[src/rtl/piso_ctrl_pkg.sv]
// Shared FSM state type and counter sizing for the PISO transmit controller.
// Defining PISO_PARITY_EN adds the PARITY state (even parity bit after the data bits).
package piso_ctrl_pkg;

`ifdef PISO_PARITY_EN
  typedef enum logic [1:0] {IDLE, SHIFT, PARITY} state_t;
`else
  typedef enum logic [1:0] {IDLE, SHIFT} state_t;
`endif

  // Bits needed to count 0..n inclusive.
  function automatic int cnt_width(input int n);
    return $clog2(n + 1);
  endfunction

endpackage

[src/rtl/piso_shift_reg.sv]
// N-bit parallel-load, shift-right register with LSB serial output.
// Load takes priority over shift; both are synchronous.
module piso_shift_reg #(
  parameter int N = 8
) (
  input  logic         clk,
  input  logic         reset,
  input  logic         load,
  input  logic         shift_en,
  input  logic [N-1:0] par_in,
  output logic         ser_out
);

  logic [N-1:0] r_q;

  // NOTE: non-blocking assignments keep every register updating from pre-edge values.
  always_ff @(posedge clk) begin
    if (reset)         r_q <= '0;
    else if (load)     r_q <= par_in;
    else if (shift_en) r_q <= r_q >> 1;
  end

  assign ser_out = r_q[0];

endmodule

[src/rtl/piso_tx_ctrl.sv]
// Parallel-in serial-out transmit controller with valid/ready handshakes on both sides.
// Optional even-parity bit when PISO_PARITY_EN is defined.
module piso_tx_ctrl
  import piso_ctrl_pkg::*;
#(
  parameter int N = 8
) (
  input  logic         clk,
  input  logic         reset,
  input  logic [N-1:0] in_data,
  input  logic         in_valid,
  output logic         in_ready,
  output logic         sout,
  output logic         sout_valid,
  input  logic         sout_ready,
  output logic         busy,
  output logic         frame_done
);

  localparam int            CW   = cnt_width(N);
  localparam logic [CW-1:0] LAST = CW'(N - 1);

  state_t        r_state;
  logic [CW-1:0] r_cnt;
  logic          r_in_ready;
  logic          r_busy;
  logic          r_sout_valid;
  logic          w_load;
  logic          w_xfer;
  logic          w_shift_en;
  logic          w_last_xfer;
  logic          w_ser;

  assign w_load     = r_in_ready && in_valid;
  assign w_xfer     = r_sout_valid && sout_ready;
  assign w_shift_en = w_xfer && (r_state == SHIFT);

  piso_shift_reg #(.N(N)) u_shift_reg (
    .clk      (clk),
    .reset    (reset),
    .load     (w_load),
    .shift_en (w_shift_en),
    .par_in   (in_data),
    .ser_out  (w_ser)
  );

`ifdef PISO_PARITY_EN
  logic r_par;

  always_ff @(posedge clk) begin
    if (reset)       r_par <= 1'b0;
    else if (w_load) r_par <= ^in_data;
  end

  assign w_last_xfer = w_xfer && (r_state == PARITY);
`else
  assign w_last_xfer = w_xfer && (r_state == SHIFT) && (r_cnt == LAST);
`endif

  always_ff @(posedge clk) begin
    if (reset) begin
      r_state      <= IDLE;
      r_cnt        <= '0;
      r_in_ready   <= 1'b1;
      r_busy       <= 1'b0;
      r_sout_valid <= 1'b0;
    end else begin
      case (r_state)
        IDLE: begin
          if (w_load) begin
            r_state      <= SHIFT;
            r_cnt        <= '0;
            r_in_ready   <= 1'b0;
            r_busy       <= 1'b1;
            r_sout_valid <= 1'b1;
          end
        end
        SHIFT: begin
          if (w_xfer) begin
            r_cnt <= r_cnt + 1'b1;
            if (r_cnt == LAST) begin
`ifdef PISO_PARITY_EN
              r_state      <= PARITY;
`else
              r_state      <= IDLE;
              r_in_ready   <= 1'b1;
              r_busy       <= 1'b0;
              r_sout_valid <= 1'b0;
`endif
            end
          end
        end
`ifdef PISO_PARITY_EN
        PARITY: begin
          if (w_xfer) begin
            r_state      <= IDLE;
            r_in_ready   <= 1'b1;
            r_busy       <= 1'b0;
            r_sout_valid <= 1'b0;
          end
        end
`endif
        default: begin
          r_state      <= IDLE;
          r_in_ready   <= 1'b1;
          r_busy       <= 1'b0;
          r_sout_valid <= 1'b0;
        end
      endcase
    end
  end

  // NOTE: the default assignment first guarantees no latch on any path through the block.
  always_comb begin
    sout = 1'b0;
    if (r_sout_valid) sout = w_ser;
`ifdef PISO_PARITY_EN
    if (r_state == PARITY) sout = r_par;
`endif
  end

  assign in_ready   = r_in_ready;
  assign busy       = r_busy;
  assign sout_valid = r_sout_valid;
  // Gated by reset so an aborted frame never reports completion.
  assign frame_done = !reset && w_last_xfer;

endmodule

[config.mk]
export PLATFORM = sky130hd
export DESIGN_NAME = piso_tx_ctrl
export DESIGN_NICKNAME = d
export VERILOG_FILES = /design/src/rtl/piso_ctrl_pkg.sv /design/src/rtl/piso_shift_reg.sv /design/src/rtl/piso_tx_ctrl.sv
export SDC_FILE = /design/constraint.sdc
export NUM_CORES = 1
export LEC_CHECK = 0
export CORE_MARGIN = 3
export CORE_UTILIZATION = 30
export DETAILED_ROUTE_END_ITERATION = 8
export PLACE_DENSITY_LB_ADDON = 0.12
export SLEW_MARGIN = 20
export SYNTH_ARGS = -nofsm -noshare
export SYNTH_HDL_FRONTEND = slang
export SYNTH_SLANG_ARGS = --single-unit
[constraint.sdc]
create_clock -name clk -period 1.4 [get_ports clk]
set_clock_uncertainty 0.15 [all_clocks]
set_input_delay 0.21 -clock clk [delete_from_list [all_inputs] [get_ports clk]]
set_output_delay 0.21 -clock clk [all_outputs]
set_load 0.03 [all_outputs]
After elaboration in Yosys (flattened, before gate mapping):

Cells that the tools add are included.

* multiply operators: 0
* bitwise operators: 0
* order comparisons: 0
* reduce and logical (&&, ||, !) cells: 11
* add/sub/neg operators: 1
* shift-type cells: 0
* equality and inequality tests: 5
* multiplexer cells: 18
* div/mod/pow operators: 0

Operators with widths (count)
* 2-to-1 mux 8 bit: 2
* 2-to-1 mux 4 bit: 2
* one-hot mux 4 bit (2 select lines): 1
* 2-to-1 mux 1 bit: 7
* 2-to-1 mux 2 bit: 3
* AND reduction 3 bit: 2
* logical AND 1 bit: 5
* adder 4 x 1 -> 4 bit, second input constant: 1
* == test 4 x 3 -> 1 bit, second input constant: 1
* inequality test 2 x 1 -> 1 bit, second input constant: 2
* one-hot mux 1 bit (2 select lines): 2
* one-hot mux 2 bit (2 select lines): 1
* nonzero test 2 bit: 2
* == test 2 x 1 -> 1 bit, second input constant: 1
* zero test 2 bit: 1
* inequality test 2 bit, second input constant: 1
* zero test 1 bit: 1

* latch bits: 0
* memories kept: 0
* memory bits (read-only): 0
* bits in writable memories: 0
* output and inout port bits: 5
* logic and storage cells: 40
* register bits: 16

Depth between registers and ports, before layout:

Gate-level depths: netlist (run 1).

* depth in word-level cells: 4
* gate-level depth with buffers: 5
* mapped depth without buffers: 4

By module:

From an unflattened synthesis (run 1), not the netlist that was laid out.

* cells, all modules: 69
* area total of the unflattened synthesis: 666.9 µm²

Modules (own cells, without submodules)
* piso_shift_reg: cells an instance 35, instances 1, area each 369.1 µm²
* piso_tx_ctrl: cells an instance 34, instances 1, area each 297.8 µm²

Worst setup path before layout (run 1):

OpenSTA, ideal clock, no wires.

* path kind: flip-flop to output port
* from: register r_sout_valid (netlist: sout_valid)
* to: output frame_done
* setup slack: -0.450 ns
* cell stages (with the launch flop): 6
* path buffers: 2
* data required time: 1.040 ns
* data arrival time: 1.490 ns
* cell sequence: dfxtp_1 buf_6 and2_4 buf_6 nand4b_1 nor2_1

* longest elaborated chain between the ends: 4

RTL lines
* start: declaration: line piso_tx_ctrl.sv:27 `logic r_sout_valid;`
* start signal: assignment: line piso_tx_ctrl.sv:66 `r_sout_valid <= 1'b0;`
* start signal: assignment: line piso_tx_ctrl.sv:75 `r_sout_valid <= 1'b1;`
* start signal: assignment: line piso_tx_ctrl.sv:88 `r_sout_valid <= 1'b0;`
* logical AND 1 bit: line piso_tx_ctrl.sv:35 `assign w_xfer = r_sout_valid && sout_ready;`
* logical AND 1 bit (2 in series): line piso_tx_ctrl.sv:57 `assign w_last_xfer = w_xfer && (r_state == SHIFT) && (r_cnt == LAST);`
* logical AND 1 bit: line piso_tx_ctrl.sv:126 `assign frame_done = !reset && w_last_xfer;`
* end: declaration: line piso_tx_ctrl.sv:17 `output logic frame_done`

Every way passes these cells.

Final worst setup path (run 1):

Ends and elaborated chain as after synthesis.

==> results of run 1 <==
## registers in the layout, summed over array words and instances, names as in the netlist
signal	flops
u_shift_reg.r_q	8
r_cnt	4
in_ready	1
sout_valid	1
## path summary, 6_finish.rpt
| check | startpoint | end | slack (ns) | cells after the start |
|---|---|---|---|---|
| setup / recovery | sout_valid$_SDFFE_PP0P_ | frame_done | -0.20 | 4 |
| hold / removal | u_shift_reg.r_q[7]$_SDFFE_PP0P_ | u_shift_reg.r_q[7]$_SDFFE_PP0P_ | 0.32 | 2 |
| hold reg to reg | u_shift_reg.r_q[7]$_SDFFE_PP0P_ | u_shift_reg.r_q[7]$_SDFFE_PP0P_ | 0.32 | 2 |
| setup reg to reg | sout_valid$_SDFFE_PP0P_ | sout_valid$_SDFFE_PP0P_ | 0.06 | 5 |
## report_power, final
| group | internal, mW | switching (mW) | leakage, nW |
|---|---|---|---|
| sequential | 0.426 | 0.0163 | 0.117 |
| combinational | 0.0979 | 0.0905 | 0.240 |
| clock | 0.110 | 0.130 | 0.0150 |
## worst reg2reg max path, delay by kind of cell (launching register included)
| kind | cells | cell delay (ns) |
|---|---|---|
| AND/OR/NAND/NOR | 3 | 0.43 |
| buffers and inverters | 2 | 0.31 |
| flip-flops | 1 | 0.36 |
## layer usage
| metal | GRT usage [%] | wire length, um | vias up |
|---|---|---|---|
| met3 | 3.13 | 114 | 5 |
| met1 | 15.4 | 708 | 322 |
| li1 | - | - | 335 |
| met5 | 0 | 0 | - |
| met2 | 21.8 | 746 | 24 |
| met4 | 7.66 | 31 | 0 |
## synth_stat cells
| library cell | count |
|---|---|
| buf_6 | 2 |
| a211oi_1 | 1 |
| nand2_1 | 20 |
| nand4b_1 | 1 |
| clkbuf_1 | 1 |
| a31oi_1 | 1 |
| nand4_1 | 1 |
| buf_4 | 2 |
| ha_1 | 1 |
| and2_1 | 2 |
| and2_4 | 1 |
| nand3_1 | 3 |
| nor2_1 | 9 |
| a311oi_1 | 7 |
| o211ai_1 | 2 |
| or3b_1 | 1 |
| nand2b_1 | 2 |
| a21oi_1 | 7 |
| dfxtp_1 | 14 |
## layout make-up
| cell class | instances | share of cell area (%) |
|---|---|---|
| tap | 27 | 3.46 |
| sequential | 14 | 29.5 |
| clock buffer | 4 | 2.69 |
| timing repair buffer | 30 | 28.2 |
| multi-input combinational | 59 | 36.2 |
## stage by stage
step	power, mW	area [um^2]	setup TNS [ns]
3_5_place_dp	0.622	881	-3.17
2_1_floorplan	0.544	653	-0.141
4_1_cts	0.881	987	-0.298
3_3_place_gp	0.620	881	-2.90
5_1_grt	0.919	976	-0.329
6_report	0.871	976	-0.222
## cell families (layout without fill, tap and decap cells)
family / Yosys count / in the layout / share of synthesized area (%)
flops: 14 / 14 / 43.8
compound gates: 18 / 18 / 19.5
buf+inv: 5 / 34 / 6.44
simple gates: 40 / 40 / 28.3
fa+ha+maj: 1 / 1 / 1.95
## what timing repair did
item	in CTS	in global routing
endpoints found under the setup margin	2	13
setup buffers	6	1
pin swaps	3	0
resized for setup	11	3
==> flow_summary.ini, run 1 <==
[routing]
avgRoutedWirePerCell_um = 11.9
final_antenna_net_count = 0
vias_per_cell = 5.12
initialDrtViolationCount = 12
drt-total-wl_um = 1600
num_vias = 686
dr.pass1.iters = 4
drc_errors = 0

[floorplanning]
fp.dieW_um = 52.2
core_mm2 = 0.00198
die_h_um = 52.2
top_level_ports = 17
rows = 16
dieArea_mm2 = 0.00273
initial_core_util_pct = 32.3

[finish]
num_antenna_cells = 0
nets = 121
final_common_cell = nand2_1
syn2layout_area_growth_pct = 52.3
final_cell_mix = nand2_1 (19), buf_4 (15), clkdlybuf4s50_1 (10), dfxtp_1 (10), nor2_1 (8)
drive_above_1_share_pct = 30.8
utilization_pct = 49.2
multi_input_area_um2 = 353
fill_cells = 189
stdcell_count = 134
register_area_um2 = 288

[logic_synthesis]
yosysWarnings = 0
syn_inst = 78
synth_top_cell_by_area = dfxtp_1
synth_cell_types = 19
synth_nets = 91
syn_avg_cell_area_um2 = 8.21
ys_seq_area_share_pct = 43.7
synth_seq_cells = 14
synth.area.top_cells = dfxtp_1 (44%), nand2_1 (12%), a311oi_1 (9.6%)
syn_area_um2 = 641
synth_top_cell_area_share_pct = 43.7

[global_route]
gr-total-overflow = 0
grt_pass1_vias = 627
antenna_found_initial = 0
track_usage_pct = 13.2
grt_pass1_wl_um = 2640
grt_max_degree = 18

[setup_path]
arrival_ns = 1.24
path_max_fanout = 3
max_stage_delay_ns = 0.36
end_kind = output port
cp_num_buf_inv = 1
worst_path_max_delay_cell = dfxtp_4
worstPathCellList = and2_4, nand4b_1, nor2_4, buf_6
worst_path_dominant_cell_family = simple AND/OR/NAND/NOR gates
path_class = reg -> out
critical_path.startpoint_type = flop
crit_required_ns = 1.04

[cts]
h-tree-depth = 1
cts_tree = yes
cts_buffer_depth = 2
root_buffer = clkbuf_4
numCtsBuffers = 3
cts_hold_buf = 0
clk_pin_slew_ns = 0.09
cts.sinks = 14
clock_latency_ns = 0.28

[sta]
maxSlewHeadroom_pct = 80.5
setup_ws_ns = -0.196
fin_crit_sh_pct = 114
drv_slew = 0
hold_violations = 0
setup_viol = 2
rsz0062_at_grt = yes
tightest_slew_ns = 0.291
fin_worst_hold_slack_ns = 0.316
fmax_ghz = 0.627
period_minus_slack_ns = 1.60

[placed_design]
dp_hpwl_um = 1070
place_inst = 126
place_ws_ns = -0.276
portBuffers = 16
gp_routability_congestion = 0.679

[pwr]
power_density_mw_per_mm2 = 892
peakVddDrop_mv = 0.432
p_leak_nw = 0.371

[flow_run]
drv_cap = 0

[run_status]
violations = negative setup slack
status = complete, but fails checks

[hold_path]
hold_class = reg -> reg
Note: power is estimated with default switching activity, not from simulation.
==> run 2: changes to the inputs <==
CTS_BUF_LIST = sky130_fd_sc_hd__clkbuf_2   (was default)
SYNTH_HIERARCHICAL = 1   (was default)
==> run 2 against run 1 <==
Against the previous run:
- the flow still finishes with violations (negative setup slack)
- die area up 3.6%
- synthesized cell count down 12%
- sequential power grew 1%
- worst setup slack better by 0.046 ns
- via count is 11% lower
- sequential share of layout area down 2.1 points
- maximum frequency increased by 3.0%
- register-to-register slack about the same
==> flow_summary.ini, run 2 <==
[run_status]
status = complete, but fails checks
violations = negative setup slack

[sta]
maxSlewHeadroom_pct = 83.5
fmax_ghz = 0.645
tns_ns = -0.150
setup_viol = 1
drv_slew = 0
fin_crit_sh_pct = 111
rsz0062_at_grt = yes
tightest_slew_ns = 0.248
setup_ws_ns = -0.150
period_minus_slack_ns = 1.55
hold_violations = 0

[placed_design]
gp_routability_congestion = 0.730
place_ws_ns = -0.350
dp_hpwl_um = 1070
portBuffers = 16

[logic_synthesis]
synth_common_cells = dfxtp_1 (14), a211oi_1 (8), mux2i_1 (7), nor2b_1 (7), a21oi_1 (5)
synth-async-reset-ratio_pct = 0
synth_edf_count = 0
ys_seq_area_share_pct = 42.0
yosysWarnings = 6
synth_top_cell_by_area = dfxtp_1
synth_top_flop_cell = dfxtp_1
syn_avg_cell_area_um2 = 9.67
syn_area_um2 = 667
synth.area.top_cells = dfxtp_1 (42%), mux2i_1 (11%), a211oi_1 (9.0%)
synth_top_cell_area_share_pct = 42.0
syn_inst = 69
synth_nets = 82
synth_cell_types = 26
yosysMostFrequentCell = dfxtp_1
synth_seq_cells = 14

[pwr]
peakVddDrop_mv = 0.491
power_density_mw_per_mm2 = 835
p_leak_nw = 0.402

[hold_path]
holdPathEnd = u_shift_reg/r_q[7]$_SDFFE_PP0P_
hp-start = in_data[7]
holdPathStages = 3
hold_class = in -> reg

[finish]
syn2layout_area_growth_pct = 55.5
top_regs = u_shift_reg/r_q (8), r_cnt (4)
largest-register = u_shift_reg/r_q
largest_reg_flops = 8
fill_cells = 212
nets = 117
final_common_cell = buf_4
num_antenna_cells = 0
final_cell_mix = buf_4 (15), dfxtp_1 (11), clkdlybuf4s50_1 (10)
drive_above_1_share_pct = 35.3

[setup_path]
reg2reg_depth = 4
end_kind = output port
crit_required_ns = 1.04
r2r_slack_ns = 0.06
r2r-start = sout_valid$_SDFFE_PP0P_
r2r_end = in_ready$_SDFFE_PP1P_
arrival_ns = 1.19
path_max_fanout = 2
critical_path.startpoint_type = flop
path_class = reg -> out

[global_route]
grt_pass1_wl_um = 2510
gr-total-overflow = 0
track_usage_pct = 12.8
grt_max_degree = 10
grt_pass1_vias = 564
antenna_found_initial = 0

[routing]
dr.pass1.iters = 2
drt-total-wl_um = 1550
dr_wl_met2_um = 714
dr_wl_met3_um = 85
num_vias = 609
vias_per_cell = 4.72
final_antenna_net_count = 0
initialDrtViolationCount = 13
drc_errors = 0
wl_met1_um = 736
highest_layer = met4
avgRoutedWirePerCell_um = 12.0

[cts]
h-tree-depth = 1
clk_pin_slew_ns = 0.13
numCtsBuffers = 3
cts_hold_buf = 0
clock_latency_ns = 0.28
root_buffer = clkbuf_2
cts.sinks = 14
cts_tree = yes
cts_buffer_depth = 2

[floorplanning]
die_h_um = 53.2
core_mm2 = 0.00204
dieArea_mm2 = 0.00282
top_level_ports = 17
initial_core_util_pct = 32.7
fp.dieW_um = 53.2
rows = 16

[flow_run]
drv_cap = 0
-- run 2: worst max-delay path by stage --
| stage | from | slack (ns) | endpoint | cells past startpoint |
|---|---|---|---|---|
| 2_1_floorplan | sout_valid$_SDFFE_PP0P_ | 0.002 | u_shift_reg/r_q[7]$_SDFFE_PP0P_ | 5 |
| 3_3_place_gp | sout_ready | -0.31 | u_shift_reg/r_q[7]$_SDFFE_PP0P_ | 5 |
| 3_5_place_dp | sout_ready | -0.35 | u_shift_reg/r_q[6]$_SDFFE_PP0P_ | 5 |
| 4_1_cts | r_cnt[0]$_SDFFE_PP0P_ | -0.20 | frame_done | 4 |
| 5_1_grt | r_cnt[0]$_SDFFE_PP0P_ | -0.27 | frame_done | 4 |
| 6_report | r_cnt[0]$_SDFFE_PP0P_ | -0.15 | frame_done | 4 |
-- run 2: cell families (layout without fill, tap and decap cells) --
kind of cell	count (synthesis)	in the layout	synth area share, %
multiplexers	8	8	12.2
AND/OR/NAND/NOR	23	23	20.1
adder cells (fa/ha/maj)	1	1	1.88
XOR/XNOR	1	1	1.31
flip-flops	14	14	42.0
AO/OA/AOI/OAI	17	17	17.1
buffers and inverters	5	38	5.44
-- run 2: power breakdown --
group | switching (mW) | internal, mW
Sequential | 0.0193 | 0.428
Combinational | 0.101 | 0.133
Clock | 0.126 | 0.0584
Total | 0.246 | 0.619
-- run 2: cell type report --
class | instances | area [um^2] | share of cell area (%)
repair buffers | 33 | 309 | 29.8
well taps | 27 | 33.8 | 3.26
inverters | 2 | 11.3 | 1.09
flip-flops and latches | 14 | 284 | 27.4
multi-input cells | 50 | 384 | 37.0
clock buffers | 3 | 15.0 | 1.45
-- run 2: stage by stage --
| step | total power [mW] | cell area [um^2] | utilization, % | hold WS, ns | std cells |
|---|---|---|---|---|---|
| after detailed placement | 0.650 | 922 | 45.2 | 0.322 | 121 |
| after global placement | 0.650 | 922 | 45.2 | 0.320 | 121 |
| after CTS | 0.849 | 966 | 47.3 | 0.309 | 126 |
| after floorplan | 0.559 | 679 | - | 0.132 | 69 |
| final | 0.866 | 1040 | 50.8 | 0.321 | 129 |
| after global routing | 0.926 | 1040 | 50.8 | 0.303 | 129 |
-- run 2: metal layers --
metal,up-vias,track usage [%]
met1,281,16.7
li1,313,-
met4,0,5.11
met5,-,0
met3,2,5.92
met2,13,18.0
-- run 2: critical path, cell delays in order (launching register included) --
cell and delay [ns]:
dfxtp_2 0.37, ha_4 0.13, nand3b_1 0.12, nor3_4 0.14
buf_6 0.15
-- run 2: timing repair --
action / CTS / global route
endpoints found under the setup margin: 9 / 12
gates resized for setup: 7 / 9
setup buffers: 2 / 4
pin swaps: 0 / 4
==> run 3: changes to the inputs <==
--- a/constraint.sdc
+++ b/constraint.sdc
@@ -4,2 +4,2 @@
 set_output_delay 0.21 -clock clk [all_outputs]
-set_load 0.03 [all_outputs]
+set_load 0.01 [all_outputs]
==> run 3 against run 2 <==
Against the previous run:
- the flow still finishes with violations (negative setup slack)
- design area up 1.1%
- die area unchanged
- combinational power down 7%
- non-clock buffer count up 2
- routed wire length down 4.9%
- highest routed layer is now met3
==> flow_summary.ini, run 3 (same netlist as run 2, synthesis figures left out) <==
[routing]
drc_errors = 0
dr.pass1.iters = 3
drt-total-wl_um = 1480
avgRoutedWirePerCell_um = 11.2
vias_per_cell = 4.72
final_antenna_net_count = 0
num_vias = 623
initialDrtViolationCount = 8

[finish]
multi_input_area_um2 = 387
drive_above_1_share_pct = 35.2
largest_reg_flops = 8
top_regs = u_shift_reg/r_q (8), r_cnt (4)
nets = 119
largest-register = u_shift_reg/r_q
num_antenna_cells = 0
final_common_cell = buf_4
final_cell_mix = buf_4 (15), clkdlybuf4s50_1 (11), dfxtp_1 (10)
register_area_um2 = 285
fill_cells = 219
final_area_mm2 = 0.00105
syn2layout_area_growth_pct = 57.2

[floorplanning]
rows = 16
fp.dieW_um = 53.2
top_level_ports = 17
die_h_um = 53.2
core_mm2 = 0.00204
initial_core_util_pct = 32.7
dieArea_mm2 = 0.00282

[setup_path]
end_kind = output port
reg2reg_depth = 6
cp_num_buf_inv = 1
r2r_end = u_shift_reg/r_q[7]$_SDFFE_PP0P_
arrival_ns = 1.15
worstPathCellList = ha_4, nand3b_1, nor3_1, buf_2
path_max_fanout = 2
crit_required_ns = 1.04
critical_path.startpoint_type = flop
r2r_slack_ns = -0.07
path_class = reg -> out
worst_path_max_delay_cell = dfxtp_2
r2r-start = sout_valid$_SDFFE_PP0P_
worst_path_dominant_cell_family = flip-flops
max_stage_delay_ns = 0.37

[pwr]
peakVddDrop_mv = 0.548
fin_total_pwr_uw = 851
p_leak_nw = 0.408
power_density_mw_per_mm2 = 811

[placed_design]
postPlaceCellArea_um2 = 937
gp_routability_congestion = 0.733
dp_hpwl_um = 1120
portBuffers = 16

[sta]
rsz0062_at_grt = yes
maxSlewHeadroom_pct = 83.0
fin_worst_hold_slack_ns = 0.343
setup_viol = 11
drv_slew = 0
setup_ws_ns = -0.110
tightest_slew_ns = 0.255
hold_violations = 0
period_minus_slack_ns = 1.51
fin_crit_sh_pct = 108
tns_ns = -0.482
fmax_ghz = 0.662

[cts]
cts_hold_buf = 0
cts.sinks = 14
cts_buffer_depth = 2
numCtsBuffers = 3
clk_pin_slew_ns = 0.12
h-tree-depth = 1
root_buffer = clkbuf_2
clock_latency_ns = 0.27
cts_tree = yes

[global_route]
grt_pass1_vias = 567
grt_max_degree = 15
grt_pass1_wl_um = 2480
antenna_found_initial = 0
track_usage_pct = 12.4
gr-total-overflow = 0

[hold_path]
hp-start = in_data[7]
holdPathStages = 3
holdPathEnd = u_shift_reg/r_q[7]$_SDFFE_PP0P_
hold_class = in -> reg

[run_status]
violations = negative setup slack
status = complete, but fails checks

[flow_run]
drv_cap = 0
-- run 3: worst max-delay path by stage --
stage	end	startpoint	slack [ns]	depth (start not counted)
2_1_floorplan	u_shift_reg/r_q[7]$_SDFFE_PP0P_	sout_valid$_SDFFE_PP0P_	0.04	5
5_1_grt	frame_done	r_cnt[0]$_SDFFE_PP0P_	-0.18	4
3_3_place_gp	frame_done	sout_ready	-0.48	4
4_1_cts	frame_done	r_cnt[0]$_SDFFE_PP0P_	-0.17	4
6_report	frame_done	r_cnt[0]$_SDFFE_PP0P_	-0.11	4
3_5_place_dp	u_shift_reg/r_q[4]$_SDFFE_PP0P_	sout_ready	-0.50	6
-- run 3: power breakdown --
group / switching, mW / internal (mW) / total [mW]
clock: 0.124 / 0.0620 / 0.186
sequential: 0.0178 / 0.428 / 0.446
combinational: 0.0869 / 0.131 / 0.218
-- run 3: stage by stage --
stage | setup slack, ns | cells | utilization (%)
2_1_floorplan | 0.0432 | 69 | -
3_3_place_gp | -0.476 | 123 | 45.9
3_5_place_dp | -0.504 | 123 | 45.9
4_1_cts | -0.165 | 130 | 48.2
5_1_grt | -0.184 | 132 | 51.3
6_report | -0.110 | 132 | 51.3
-- run 3: worst register-to-register path: cells and delay by family (launching register included) --
| family | cells | cell delay, ns |
|---|---|---|
| and+or+nand+nor | 2 | 0.43 |
| DFF | 1 | 0.35 |
| buffers and inverters | 3 | 0.34 |
| AOI/OAI and AO/OA | 1 | 0.14 |
-- run 3: layer usage --
| metal | up-vias | share of wire, % | global-route usage [%] |
|---|---|---|---|
| met4 | 0 | 0 | 3.83 |
| met5 | - | 0 | 0 |
| met1 | 293 | 46 | 15.4 |
| li1 | 319 | - | - |
| met2 | 11 | 49 | 19.4 |
| met3 | 0 | 5.5 | 5.07 |
-- run 3: cell type report --
class                      instances  area share (%)
multi-input combinational         50            36.9
timing repair buffer              35            29.8
sequential                        14            27.2
tap                               27            3.22
clock buffer                       3            1.43
inverter                           2            1.07
clock inverter                     1           0.358
-- run 3: what timing repair did --
| item | CTS | global route |
|---|---|---|
| gates resized for setup | 18 | 13 |
| buffers inserted | 3 | 2 |
| endpoints found under the setup margin | 14 | 15 |
| pin swaps | 6 | 2 |
